==> src/rtl/ps2_pkg.sv <==
// Shared types and constants for the PS/2 keyboard scancode decoder.
// Decode states, prefix bytes, discard set and the 10-bit key event.
package ps2_pkg;

    typedef enum logic [1:0] {
        ST_IDLE,
        ST_GOT_E0,
        ST_GOT_F0,
        ST_GOT_E0F0
    } state_e;

    localparam logic [7:0] BYTE_E0 = 8'hE0;
    localparam logic [7:0] BYTE_F0 = 8'hF0;

    typedef struct packed {
        logic       ext;
        logic       brk;
        logic [7:0] code;
    } evt_t;

    localparam int EVT_W = $bits(evt_t);

    // Keyboard status/ack replies, never part of a key sequence
    function automatic logic is_discard(input logic [7:0] b);
        return b inside {8'h00, 8'hAA, 8'hEE, 8'hFA, 8'hFE, 8'hFF};
    endfunction

endpackage

==> src/rtl/ps2_evt_fifo.sv <==
// First-word-fall-through event FIFO for the PS/2 keyboard decoder.
// Push is accepted when full only if a pop happens in the same cycle.
module ps2_evt_fifo
    import ps2_pkg::*;
#(
    parameter int DEPTH = 4
) (
    input  logic                     clk,
    input  logic                     rst_n,
    input  logic                     push_i,
    input  logic [EVT_W-1:0]         data_i,
    input  logic                     pop_i,
    output logic [EVT_W-1:0]         data_o,
    output logic [$clog2(DEPTH):0]   cnt_o,
    output logic                     full_o,
    output logic                     empty_o
);

    localparam int AW = $clog2(DEPTH);
    localparam logic [AW:0] CNT_MAX = (AW+1)'(DEPTH);

    logic [EVT_W-1:0] mem_q [DEPTH];
    logic [AW-1:0]    wr_q;
    logic [AW-1:0]    rd_q;
    logic [AW:0]      cnt_q;
    logic             pop_ok;
    logic             push_ok;

    assign empty_o = (cnt_q == '0);
    assign full_o  = (cnt_q == CNT_MAX);
    assign pop_ok  = pop_i && !empty_o;
    assign push_ok = push_i && (!full_o || pop_ok);
    assign cnt_o   = cnt_q;
    assign data_o  = empty_o ? '0 : mem_q[rd_q];

    always_ff @(posedge clk or negedge rst_n) begin
        if (!rst_n) begin
            for (int i = 0; i < DEPTH; i++) begin
                mem_q[i] <= '0;
            end
            wr_q  <= '0;
            rd_q  <= '0;
            cnt_q <= '0;
        end else begin
            if (push_ok) begin
                mem_q[wr_q] <= data_i;
                wr_q        <= wr_q + 1'b1;
            end
            if (pop_ok) begin
                rd_q <= rd_q + 1'b1;
            end
            unique case ({push_ok, pop_ok})
                2'b10:   cnt_q <= cnt_q + 1'b1;
                2'b01:   cnt_q <= cnt_q - 1'b1;
                default: cnt_q <= cnt_q;
            endcase
        end
    end

endmodule

==> src/rtl/ps2_kbd_ctrl.sv <==
// PS/2 scancode set 2 decoder: folds E0/F0 prefixes into key events.
// Optional inter-byte timeout is enabled by defining PS2_KBD_TIMEOUT_EN.
module ps2_kbd_ctrl
    import ps2_pkg::*;
#(
    parameter int FIFO_DEPTH  = 4,
    parameter int TIMEOUT_CYC = 1000000
) (
    input  logic                          clk,
    input  logic                          rst_n,
    input  logic [7:0]                    i_byte,
    input  logic                          i_byte_vld,
    input  logic                          i_evt_rdy,
    output logic                          o_evt_vld,
    output logic [7:0]                    o_evt_code,
    output logic                          o_evt_ext,
    output logic                          o_evt_brk,
    output logic [$clog2(FIFO_DEPTH):0]   o_fifo_cnt,
    output logic                          o_ovf,
    input  logic                          i_ovf_clr,
    output logic                          o_tmo
);

    state_e           st_q;
    state_e           st_d;
    state_e           st_eff;
    logic             push;
    evt_t             evt;
    evt_t             head;
    logic [EVT_W-1:0] head_raw;
    logic             fifo_full;
    logic             fifo_empty;
    logic             ovf_q;
    logic             ovf_set;
    logic             expire;

`ifdef PS2_KBD_TIMEOUT_EN
    localparam int TW = $clog2(TIMEOUT_CYC);
    localparam logic [TW-1:0] TMO_LAST = TW'(TIMEOUT_CYC - 1);

    logic [TW-1:0] tcnt_q;
    logic [TW-1:0] tcnt_d;
    logic          tmo_q;

    assign expire = (st_q != ST_IDLE) && (tcnt_q == TMO_LAST);

    always_comb begin
        tcnt_d = tcnt_q + 1'b1;
        if (i_byte_vld || expire || st_q == ST_IDLE) begin
            tcnt_d = '0;
        end
    end

    always_ff @(posedge clk or negedge rst_n) begin
        if (!rst_n) begin
            tcnt_q <= '0;
            tmo_q  <= 1'b0;
        end else begin
            tcnt_q <= tcnt_d;
            tmo_q  <= expire;
        end
    end

    assign o_tmo = tmo_q;
`else
    assign expire = 1'b0;
    assign o_tmo  = 1'b0;
`endif

    // A strobe coinciding with expiry is decoded as if from IDLE
    always_comb begin
        st_eff = expire ? ST_IDLE : st_q;
        st_d   = st_eff;
        push   = 1'b0;
        evt    = '0;
        if (i_byte_vld) begin
            unique case (st_eff)
                ST_IDLE: begin
                    unique case (1'b1)
                        (i_byte == BYTE_E0): st_d = ST_GOT_E0;
                        (i_byte == BYTE_F0): st_d = ST_GOT_F0;
                        is_discard(i_byte):  st_d = ST_IDLE;
                        default: begin
                            push = 1'b1;
                            evt  = '{ext: 1'b0, brk: 1'b0, code: i_byte};
                        end
                    endcase
                end
                ST_GOT_E0: begin
                    unique case (1'b1)
                        (i_byte == BYTE_F0): st_d = ST_GOT_E0F0;
                        (i_byte == BYTE_E0): st_d = ST_GOT_E0;
                        is_discard(i_byte):  st_d = ST_IDLE;
                        default: begin
                            st_d = ST_IDLE;
                            push = 1'b1;
                            evt  = '{ext: 1'b1, brk: 1'b0, code: i_byte};
                        end
                    endcase
                end
                ST_GOT_F0, ST_GOT_E0F0: begin
                    st_d = ST_IDLE;
                    if (!(i_byte == BYTE_E0 || i_byte == BYTE_F0
                          || is_discard(i_byte))) begin
                        push = 1'b1;
                        evt  = '{ext: (st_eff == ST_GOT_E0F0),
                                 brk: 1'b1, code: i_byte};
                    end
                end
                default: st_d = ST_IDLE;
            endcase
        end
    end

    always_ff @(posedge clk or negedge rst_n) begin
        if (!rst_n) begin
            st_q <= ST_IDLE;
        end else begin
            st_q <= st_d;
        end
    end

    ps2_evt_fifo #(
        .DEPTH (FIFO_DEPTH)
    ) u_fifo (
        .clk     (clk),
        .rst_n   (rst_n),
        .push_i  (push),
        .data_i  (evt),
        .pop_i   (i_evt_rdy),
        .data_o  (head_raw),
        .cnt_o   (o_fifo_cnt),
        .full_o  (fifo_full),
        .empty_o (fifo_empty)
    );

    assign ovf_set = push && fifo_full && !(i_evt_rdy && !fifo_empty);

    // Overflow wins over a same-cycle clear
    always_ff @(posedge clk or negedge rst_n) begin
        if (!rst_n) begin
            ovf_q <= 1'b0;
        end else if (ovf_set) begin
            ovf_q <= 1'b1;
        end else if (i_ovf_clr) begin
            ovf_q <= 1'b0;
        end
    end

    assign head       = evt_t'(head_raw);
    assign o_evt_vld  = !fifo_empty;
    assign o_evt_code = head.code;
    assign o_evt_ext  = head.ext;
    assign o_evt_brk  = head.brk;
    assign o_ovf      = ovf_q;

endmodule

==> config.mk <==
export PLATFORM = sky130hd
export DESIGN_NAME = ps2_kbd_ctrl
export DESIGN_NICKNAME = d
export VERILOG_FILES = /design/src/rtl/ps2_pkg.sv /design/src/rtl/ps2_evt_fifo.sv /design/src/rtl/ps2_kbd_ctrl.sv
export SDC_FILE = /design/constraint.sdc
export NUM_CORES = 1
export LEC_CHECK = 0
export BUFFER_PORTS_ARGS = -buffer_cell sky130_fd_sc_hd__buf_2
export CORE_MARGIN = 8
export CORE_UTILIZATION = 58
export DETAILED_ROUTE_END_ITERATION = 6
export PLACE_DENSITY = 0.79
export SLEW_MARGIN = 10
export SYNTH_ARGS = -nofsm -noshare
export SYNTH_HDL_FRONTEND = slang
export SYNTH_SLANG_ARGS = --single-unit
==> constraint.sdc <==
create_clock -name clk -period 2.9 [get_ports clk]
set_input_delay 0.29 -clock clk [delete_from_list [all_inputs] [get_ports clk]]
set_output_delay 0.29 -clock clk [all_outputs]
set_load 0.01 [all_outputs]
* Word level (Yosys, flattened, before mapping)
Cells that the tools add are included.
** Cells by class
- $add $sub $neg :: 4
- Magnitude comparators :: 3
- Equality and inequality tests :: 14
- Mux-type cells :: 22
- Bitwise operators :: 2
- Reductions and logical operators :: 21
** Operator list (number)
- 10-bit two-way mux :: 7
- 8-bit == test, second input constant :: 7
- 40-bit bitwise mux :: 1
- 10-bit one-hot mux with 3 select lines :: 1
- 10-bit binary-select mux with 2-bit select :: 1
- 10-bit demux with 2-bit select :: 1
- 2-bit one-hot mux with 3 select lines :: 2
- 8-bit logical NOT :: 1
- 8-bit two-way mux :: 1
- 2-bit == test, second input constant :: 3
- 3-bit >= comparator, second input constant :: 2
- 2-bit NOT with 3-bit output :: 2
- 3-bit one-hot mux with 2 select lines :: 1
- 6-bit nonzero test :: 1
- 1-bit logical AND :: 5
- 1-bit two-way mux :: 5
- 2-bit by 1-bit adder with 2-bit output, second input constant :: 2
- 2-bit by 1-bit == test with 1-bit output, second input constant :: 2
- 4-bit inequality test, second input constant :: 1
- 2-bit one-hot mux with 2 select lines :: 1
- 2-bit nonzero test :: 2
- 2-bit OR reduction :: 2
- 3-bit by 1-bit adder with 3-bit output, second input constant :: 1
- 3-bit == test, second input constant :: 1
- 9 further kinds :: 13
** Word-level totals
- Bits in registers :: 50
- Input bits :: 13
- Output and inout port bits :: 16
- Logic and storage cells :: 75

* Longest topological paths before layout
Gate-level depths: netlist of the first run.
- Word-level depth :: 9
- Depth in mapped cells :: 10
- Gate-level depth less buffers :: 9

* Cells and area by module
Synthesis of the first run repeated with hierarchy kept, for this count alone.
** Unflattened totals
- Cell total of the unflattened synthesis :: 192
- Area, all modules :: 2546.2 um^2
** Modules (own cells, without submodules)
- ps2_evt_fifo :: instances 1, cells each 145, area each 2207.1 um^2, sequential area each 1176.1 um^2
- ps2_kbd_ctrl :: instances 1, cells each 47, area each 339.1 um^2, sequential area each 75.1 um^2

* Least setup slack after synthesis of the first run
OpenSTA, ideal clock, no wires.
- Path type :: input-to-reg
- Start :: input port i_byte[6]
- End :: register u_fifo.cnt_q[1] (netlist: u_fifo.cnt_o[1])
- Library setup time :: 0.111 ns
- Arrival :: 2.569 ns
- Required time :: 2.789 ns
- Setup slack :: 0.220 ns
- Stages on the path :: 9
- Buffers on the path :: 1
- Path through :: clkbuf_4 -> or4_2 -> o211ai_1 -> or2_2 -> nand2_1 -> fa_1 -> nand2_1 -> a21oi_1 -> a2111oi_2
** On the way
- Word-level cells in the longest chain between the ends :: 9
- Elaborated cells between the ends (all ways) :: 21
- Classes of those cells :: eq/ne: 9; mux: 5; reduce/logical: 7
** RTL lines
- from (decl) :: RTL line ps2_kbd_ctrl.sv:11 : input logic [7:0] i_byte,
- 8-bit == test (tied with other cells) :: RTL line ps2_pkg.sv:25 : return b inside {8'h00, 8'hAA, 8'hEE, 8'hFA, 8'hFE, 8'hFF};
- 6-bit nonzero test / 1-bit logical OR (equally long branches) :: RTL line ps2_pkg.sv:25, ps2_kbd_ctrl.sv:103
- 3-bit OR reduction (no line) / 1-bit logical OR (equally long branches)
- 1-bit two-way mux (on tied branches) :: RTL line ps2_kbd_ctrl.sv:79, ps2_kbd_ctrl.sv:90, ps2_kbd_ctrl.sv:103
- 1-bit one-hot mux with 2 select lines (*) :: RTL line ps2_kbd_ctrl.sv:77 : unique case (st_eff)
- 1-bit two-way mux (*) :: RTL line ps2_kbd_ctrl.sv:76 : if (i_byte_vld) begin
- 1-bit logical AND (*) :: RTL line ps2_evt_fifo.sv:32 : assign push_ok = push_i && (!full_o || pop_ok);
- 2-bit by 1-bit == test with 1-bit output / 2-bit == test (equally long branches) :: RTL line ps2_evt_fifo.sv:52 : unique case ({push_ok, pop_ok})
- 3-bit one-hot mux with 2 select lines / 2-bit nonzero test (equally long branches)
- to (signal assigned) :: RTL line ps2_evt_fifo.sv:53 : 2'b10: cnt_q <= cnt_q + 1'b1;
- to (signal assigned) :: RTL line ps2_evt_fifo.sv:54 : 2'b01: cnt_q <= cnt_q - 1'b1;
- to (signal assigned) :: RTL line ps2_evt_fifo.sv:55 : default: cnt_q <= cnt_q;
- to (decl) :: RTL line ps2_evt_fifo.sv:25 : logic [AW:0] cnt_q;
Mark *: on every way between the ends. The rest lies on a longest branch, timed or not.
A chain may end at the register's enable or synchronous reset.

* Worst setup path after layout of the first run
- Start :: input port i_byte[1]
- End :: register u_fifo.cnt_q[1] (netlist: u_fifo.cnt_o[1])
The elaborated chain is that of the path after synthesis.

==> results.json, run 1 <==
{
  "synthAdderAreaFrac_pct": 2.73,
  "portBuffers": 27,
  "end_kind": "flip-flop",
  "arrival_ps": 2780,
  "start_util_pct": 59.8,
  "cpMostUsedCell": "nand2_1",
  "detailed_place.area_um2": 2770,
  "ant_nets": 0,
  "die_h_um": 82.5,
  "timing.final.crit_period_ps": 2580,
  "ys_async_sr_fraction_pct": 100,
  "start_kind": "input pin",
  "seq_power_share_pct": 41.8,
  "p_clk_share_pct": 13.6,
  "cts_root_buf": "clkbuf_8",
  "slew_viol_final": 0,
  "combPwrFrac_pct": 44.6,
  "switching_power_uw": 1050,
  "cts_setup_buffers": 0,
  "cap_violations": 0,
  "grt_pass1_wl_mm": 8.90,
  "syn_nets": 208,
  "vias_per_cell": 5.92,
  "wirelength_mm": 5.32,
  "overflow": 0,
  "die_area_um2": 6810,
  "instances_no_fill": 277,
  "netlist_top_cells_area": "dfrtp_1 (49%), mux2_2 (16%), mux4_2 (8.8%), and2_1 (2.7%), mux2_4 (2.3%)",
  "critPathRequiredTime_ps": 3090,
  "rsz0062_at_grt": "no",
  "grt_start_max_net_pins": 51,
  "synthMuxAreaShare_pct": 27.3,
  "crit_chain": "buf_2 > or4_1 > or3_1 > o41ai_2 > or2_2 > nand2_1 > fa_1 > nand2_1 > a21oi_1 > a2111oi_2",
  "ios": 29,
  "final_core_util_pct": 67.2,
  "power.leakage_uw": 0.00134,
  "crit_fanout": 8,
  "synth_area_um2": 2570,
  "ys_seq_elements": 50,
  "reg2reg_slack_ps": 540,
  "status": "completed",
  "fin_crit_sh_pct": 89.1,
  "cts-resized-gates": 0,
  "synthSimpleGateAreaFrac_pct": 11.5,
  "slew_headroom_pct": 49.1,
  "synth_top_family_by_area": "multiplexers",
  "gp_congestion": 0.776,
  "synth_compound_area_share_pct": 4.58,
  "ys.flop_type": "dfrtp_1",
  "grt_usage_pct": 17.7,
  "swShare_pct": 34.6,
  "crit_buf_inv": 1,
  "irDropWorstVdd_mv": 0.523,
  "clock_sinks": 50,
  "num_vias": 1640,
  "clockBufferDepth": 2,
  "rows": 24,
  "clkTransAtPathRegs_ps": 90,
  "fin_worst_skew_ps": 11.5,
  "cp_top_family": "simple AND/OR/NAND/NOR gates",
  "crit_slowest_cell": "or4_1",
  "synth_area_per_cell_um2": 13.5,
  "cpPeakStageDelay_ps": 550,
  "ys_seq_area_share_pct": 48.8,
  "synthDistinctLibCells": 41,
  "ys_top_cells_by_count": "dfrtp_1 (50), mux2_2 (36), and2_1 (11), mux4_2 (10), inv_1 (8)",
  "htreeDepth": 2,
  "drcViolationCount": 0,
  "synthCells": 190,
  "wl_per_cell_um": 19.2,
  "place_hpwl_mm": 3.78,
  "worst_slew_pin_slew_ps": 753,
  "diodes": 0,
  "fillerInstances": 323,
  "finalInstanceArea_um2": 2890,
  "antenna_found_initial": 0,
  "synthMostInstantiatedCell": "dfrtp_1",
  "synth_top_area_cell": "dfrtp_1",
  "die_w_um": 82.5,
  "placed_cells": 267,
  "final_nets": 242,
  "hold_viol_final": 0,
  "worstSkewPairLatency_ps": 310,
  "synthXorXnorAreaFrac_pct": 2.05,
  "syn2layout_area_growth_pct": 12.5,
  "cts_made_buffers": 5,
  "synth_top_area_share_pct": 48.8,
  "cts_hold_buf": 0,
  "fmax_mhz": 387,
  "coreArea_um2": 4290,
  "cts_tree": "done",
  "drtPass1Iterations": 4,
  "yosys_warnings": 0,
  "synth_edf_count": 0,
  "total_power_uw": 3040,
  "hp-class": "input pin to flip-flop",
  "criticalPathCategory": "input pin to flip-flop",
  "drt_iter0_drc": 89,
  "grt_pass1_vias": 1771,
  "power.density_nw_per_um2": 1050,
  "internal_power_uw": 1990,
  "setup_viol": 0,
  "drive_above_1_share_pct": 45.8
}
registers in the layout (all words and copies together), names as in the netlist:
register	cells
u_fifo.mem_q	40
u_fifo.cnt_o	3
st_eff	2
u_fifo.rd_q	2
u_fifo.wr_q	2
o_ovf	1
layout by cell type, fill, tap and decap left out, drive strengths merged, types with 3 or more instances in the layout:
cell    count
buf        34
inv         8
nand2      11
clkbuf      7
nor2        3
ha          4
xnor2       4
a21oi       4
and2       11
dfrtp      50
mux4       10
nor3        3
or2         3
mux2       40
nand3       6
area by class of cell:
class                           instances  area [um^2]  share of cell area (%)
Clock buffer                            7         86.3                    2.99
Clock inverter                          1         5.00                   0.173
Inverter                                8         30.0                    1.04
Multi-Input combinational cell        124         1240                    42.9
Sequential cell                        50         1250                    43.3
Tap cell                               52         65.1                    2.25
Timing Repair Buffer                   35          210                    7.28
cells by family after synthesis:
kind of cell,after synthesis
adder cells (fa/ha/maj),5
buffers and inverters,16
other,1
XOR/XNOR,6
AO/OA/AOI/OAI,15
AND/OR/NAND/NOR,46
multiplexers,51
flip-flops,50
layer usage:
layer	up-vias	wire length, um	GRT usage (%)
li1	749	-	-
met4	0	96	6.38
met3	10	275	5.30
met2	41	2760	30.8
met5	-	0	0
met1	840	2190	20.0
power by group through the flow:
| stage | clock, uW | sequential, uW | combinational (uW) |
|---|---|---|---|
| floorplan | 0 | 1150 | 1060 |
| global placement | 0 | 1240 | 1310 |
| global route | 450 | 1320 | 1480 |
| finish | 414 | 1270 | 1360 |
| CTS | 422 | 1270 | 1380 |
| detailed placement | 0 | 1280 | 1370 |
final timing paths:
| kind | startpoint | endpoint | cells after the start |
|---|---|---|---|
| setup / recovery | i_byte[1] | u_fifo.cnt_o[1]$_DFFE_PN0P_ | 10 |
| hold / removal | i_byte_vld | st_eff[1]$_DFFE_PN0P_ | 2 |
| setup reg to reg | u_fifo.cnt_o[1]$_DFFE_PN0P_ | u_fifo.cnt_o[1]$_DFFE_PN0P_ | 7 |
| hold reg to reg | u_fifo.mem_q[13]$_DFFE_PN0P_ | u_fifo.mem_q[13]$_DFFE_PN0P_ | 1 |
| max in group asynchronous | rst_n | u_fifo.mem_q[16]$_DFFE_PN0P_ | 3 |
| min in group asynchronous | rst_n | u_fifo.mem_q[38]$_DFFE_PN0P_ | 2 |
stage by stage:
stage	setup TNS (ps)	hold slack, ps	setup WS (ps)
6_report	0	240	317
3_5_place_dp	-1.25	489	-1.25
2_1_floorplan	0	-5.59	220
5_1_grt	0	240	204
3_3_place_gp	0	482	156
4_1_cts	0	220	321
(Power assumes the default switching activity.)
==> run 2, diff against run 1 <==
--- a/config.mk
+++ b/config.mk
@@ -7,9 +7,11 @@
 export LEC_CHECK = 0
 export BUFFER_PORTS_ARGS = -buffer_cell sky130_fd_sc_hd__buf_2
 export CORE_MARGIN = 8
-export CORE_UTILIZATION = 58
+export CORE_UTILIZATION = 60
+export CTS_BUF_LIST = sky130_fd_sc_hd__clkbuf_8
 export DETAILED_ROUTE_END_ITERATION = 6
-export PLACE_DENSITY = 0.79
+export PLACE_DENSITY = 0.82
+export SKIP_LAST_GASP = 1
 export SLEW_MARGIN = 10
 export SYNTH_ARGS = -nofsm -noshare
 export SYNTH_HDL_FRONTEND = slang
==> constraint.sdc (replaced) <==
create_clock -name clk -period 2.9 [get_ports clk]
set_input_delay 0.29 -clock clk [delete_from_list [all_inputs] [get_ports clk]]
set_output_delay 0.29 -clock clk [all_outputs]
set_load 0.02 [all_outputs]
==> run 2 against run 1 <==
Compared with the run above:
- non-clock buffer count is 2 lower
- global-route usage is 0.82 points lower
- wire length is 1.9% lower
- core utilization is 3.6 points higher
- sequential cell count stayed put
- first-iteration DRC count is 36% higher
- sequential share of layout area is 0.19 points higher
- clock power is 1% lower
- via count is 0.73% lower
- fmax is 0.53% lower
- critical path depth stayed put
==> results.json, run 2 (synthesized netlist as in run 1, its figures left out) <==
{
  "status": "completed",
  "ios": 29,
  "fin_crit_sh_pct": 89.6,
  "grt_pass1_vias": 1739,
  "placed_cells": 264,
  "ant_nets": 0,
  "final_cell_mix": "dfrtp_1 (50), mux2_2 (36), buf_2 (27)",
  "cap_violations": 0,
  "grt_usage_pct": 16.8,
  "internal_power_uw": 1980,
  "wirelength_mm": 5.22,
  "multi_input_area_um2": 1240,
  "die_area_um2": 6630,
  "drtPass1Iterations": 4,
  "hp-class": "input pin to asynchronous set/reset pin",
  "diodes": 0,
  "start_util_pct": 63.2,
  "total_power_uw": 3150,
  "cts_setup_buffers": 0,
  "place_hpwl_mm": 3.67,
  "portBuffers": 27,
  "drive_above_1_share_pct": 45.7,
  "grt_pass1_wl_mm": 8.52,
  "cts_tree": "done",
  "fillerInstances": 262,
  "fin_worst_skew_ps": 8.82,
  "power.leakage_uw": 0.00133,
  "overflow": 0,
  "cts_made_buffers": 5,
  "grt_start_max_net_pins": 51,
  "clkTransAtPathRegs_ps": 90,
  "worstSkewPairLatency_ps": 300,
  "vias_per_cell": 5.96,
  "place_ws_ps": -0.773,
  "critPathRequiredTime_ps": 3090,
  "seqCellArea_um2": 1250,
  "seq_power_share_pct": 40.0,
  "setup_viol": 0,
  "drt_iter0_drc": 121,
  "power.density_nw_per_um2": 1090,
  "fin_ws_ps": 303,
  "worst_slew_pin_slew_ps": 716,
  "die_w_um": 81.4,
  "hold_viol_final": 0,
  "arrival_ps": 2790,
  "coreArea_um2": 4060,
  "rsz0062_at_grt": "no",
  "largest_register_ffs": 40,
  "rows": 23,
  "fmax_mhz": 385,
  "slew_headroom_pct": 51.6,
  "irDropWorstVdd_mv": 0.587,
  "cts_hold_buf": 0,
  "crit_fanout": 8,
  "clockBufferDepth": 2,
  "final_nets": 240,
  "final_common_cell": "dfrtp_1",
  "antenna_found_initial": 0,
  "wl_per_cell_um": 19.1,
  "drcViolationCount": 0,
  "timing.final.crit_period_ps": 2600,
  "start_kind": "input pin",
  "criticalPathCategory": "input pin to flip-flop",
  "die_h_um": 81.4,
  "htreeDepth": 2,
  "num_vias": 1628,
  "gp_congestion": 0.884,
  "instances_no_fill": 273,
  "regMostFlops": "u_fifo.mem_q",
  "syn2layout_area_growth_pct": 12.0,
  "end_kind": "flip-flop",
  "cts_root_buf": "clkbuf_8",
  "cts-resized-gates": 0,
  "switching_power_uw": 1160,
  "combPwrFrac_pct": 47.0,
  "clock_sinks": 50,
  "p_clk_share_pct": 13.0,
  "slew_viol_final": 0,
  "swShare_pct": 36.9
}
## run 2: changes by cell type in the layout (fill, tap and decap cells not counted), sizes merged
cell         before  now
dlygate4sd3       1    0
inv               8    9
buf              34   33
clkbuf            7    6
## run 2: through the flow
stage / TNS, ps / util, % / hold WS [ps] / instance area (um^2)
after CTS: 0 / 70.2 / 220 / 2850
after global routing: 0 / 70.9 / 48.6 / 2880
after detailed placement: -0.773 / 67.9 / 492 / 2760
after global placement: 0 / 67.9 / 481 / 2760
after floorplan: 0 / - / -5.59 / 2570
final: 0 / 70.9 / 10.2 / 2880
## run 2: path summary, 6_finish.rpt
kind / start / end / slack, ps / depth (start not counted)
max in group asynchronous: rst_n / u_fifo.mem_q[0]$_DFFE_PN0P_ / 2340 / 2
hold reg to reg: u_fifo.mem_q[15]$_DFFE_PN0P_ / u_fifo.mem_q[15]$_DFFE_PN0P_ / 510 / 1
setup reg to reg: u_fifo.cnt_o[1]$_DFFE_PN0P_ / u_fifo.cnt_o[1]$_DFFE_PN0P_ / 610 / 7
setup / recovery: i_byte[1] / u_fifo.cnt_o[1]$_DFFE_PN0P_ / 300 / 10
hold / removal: rst_n / u_fifo.mem_q[28]$_DFFE_PN0P_ / 10 / 1
min in group clk: i_byte_vld / st_eff[1]$_DFFE_PN0P_ / 230 / 2
## run 2: power groups by stage
stage,Clock (uW),Sequential (uW),Combinational (uW)
final,409,1260,1480
after global routing,444,1310,1590
after CTS,413,1260,1490
after detailed placement,0,1280,1490
after global placement,0,1240,1430
after floorplan,0,1170,1160
## run 2: routing by layer
layer,vias up,share of wire [%],GRT usage (%)
met5,-,0,0
met4,0,1.2,7.14
met3,8,5.6,4.08
met2,46,51,28.2
met1,829,42,20.2
li1,745,-,-
## run 2: area by class of cell
class                      instances  area share [%]
timing repair buffer              33            6.96
sequential                        50            43.5
clock inverter                     2           0.305
multi-input combinational        124            43.1
tap                               50            2.18
clock buffer                       6            2.87
inverter                           8            1.04
## run 2: worst max-delay path, stage by stage
cell and delay [ps]:
buf_2 140, or4_1 550, or3_1 360, o41ai_2 120, or2_2 240, nand2_1 70
fa_1 500, nand2_1 90, a21oi_1 80, a2111oi_2 350
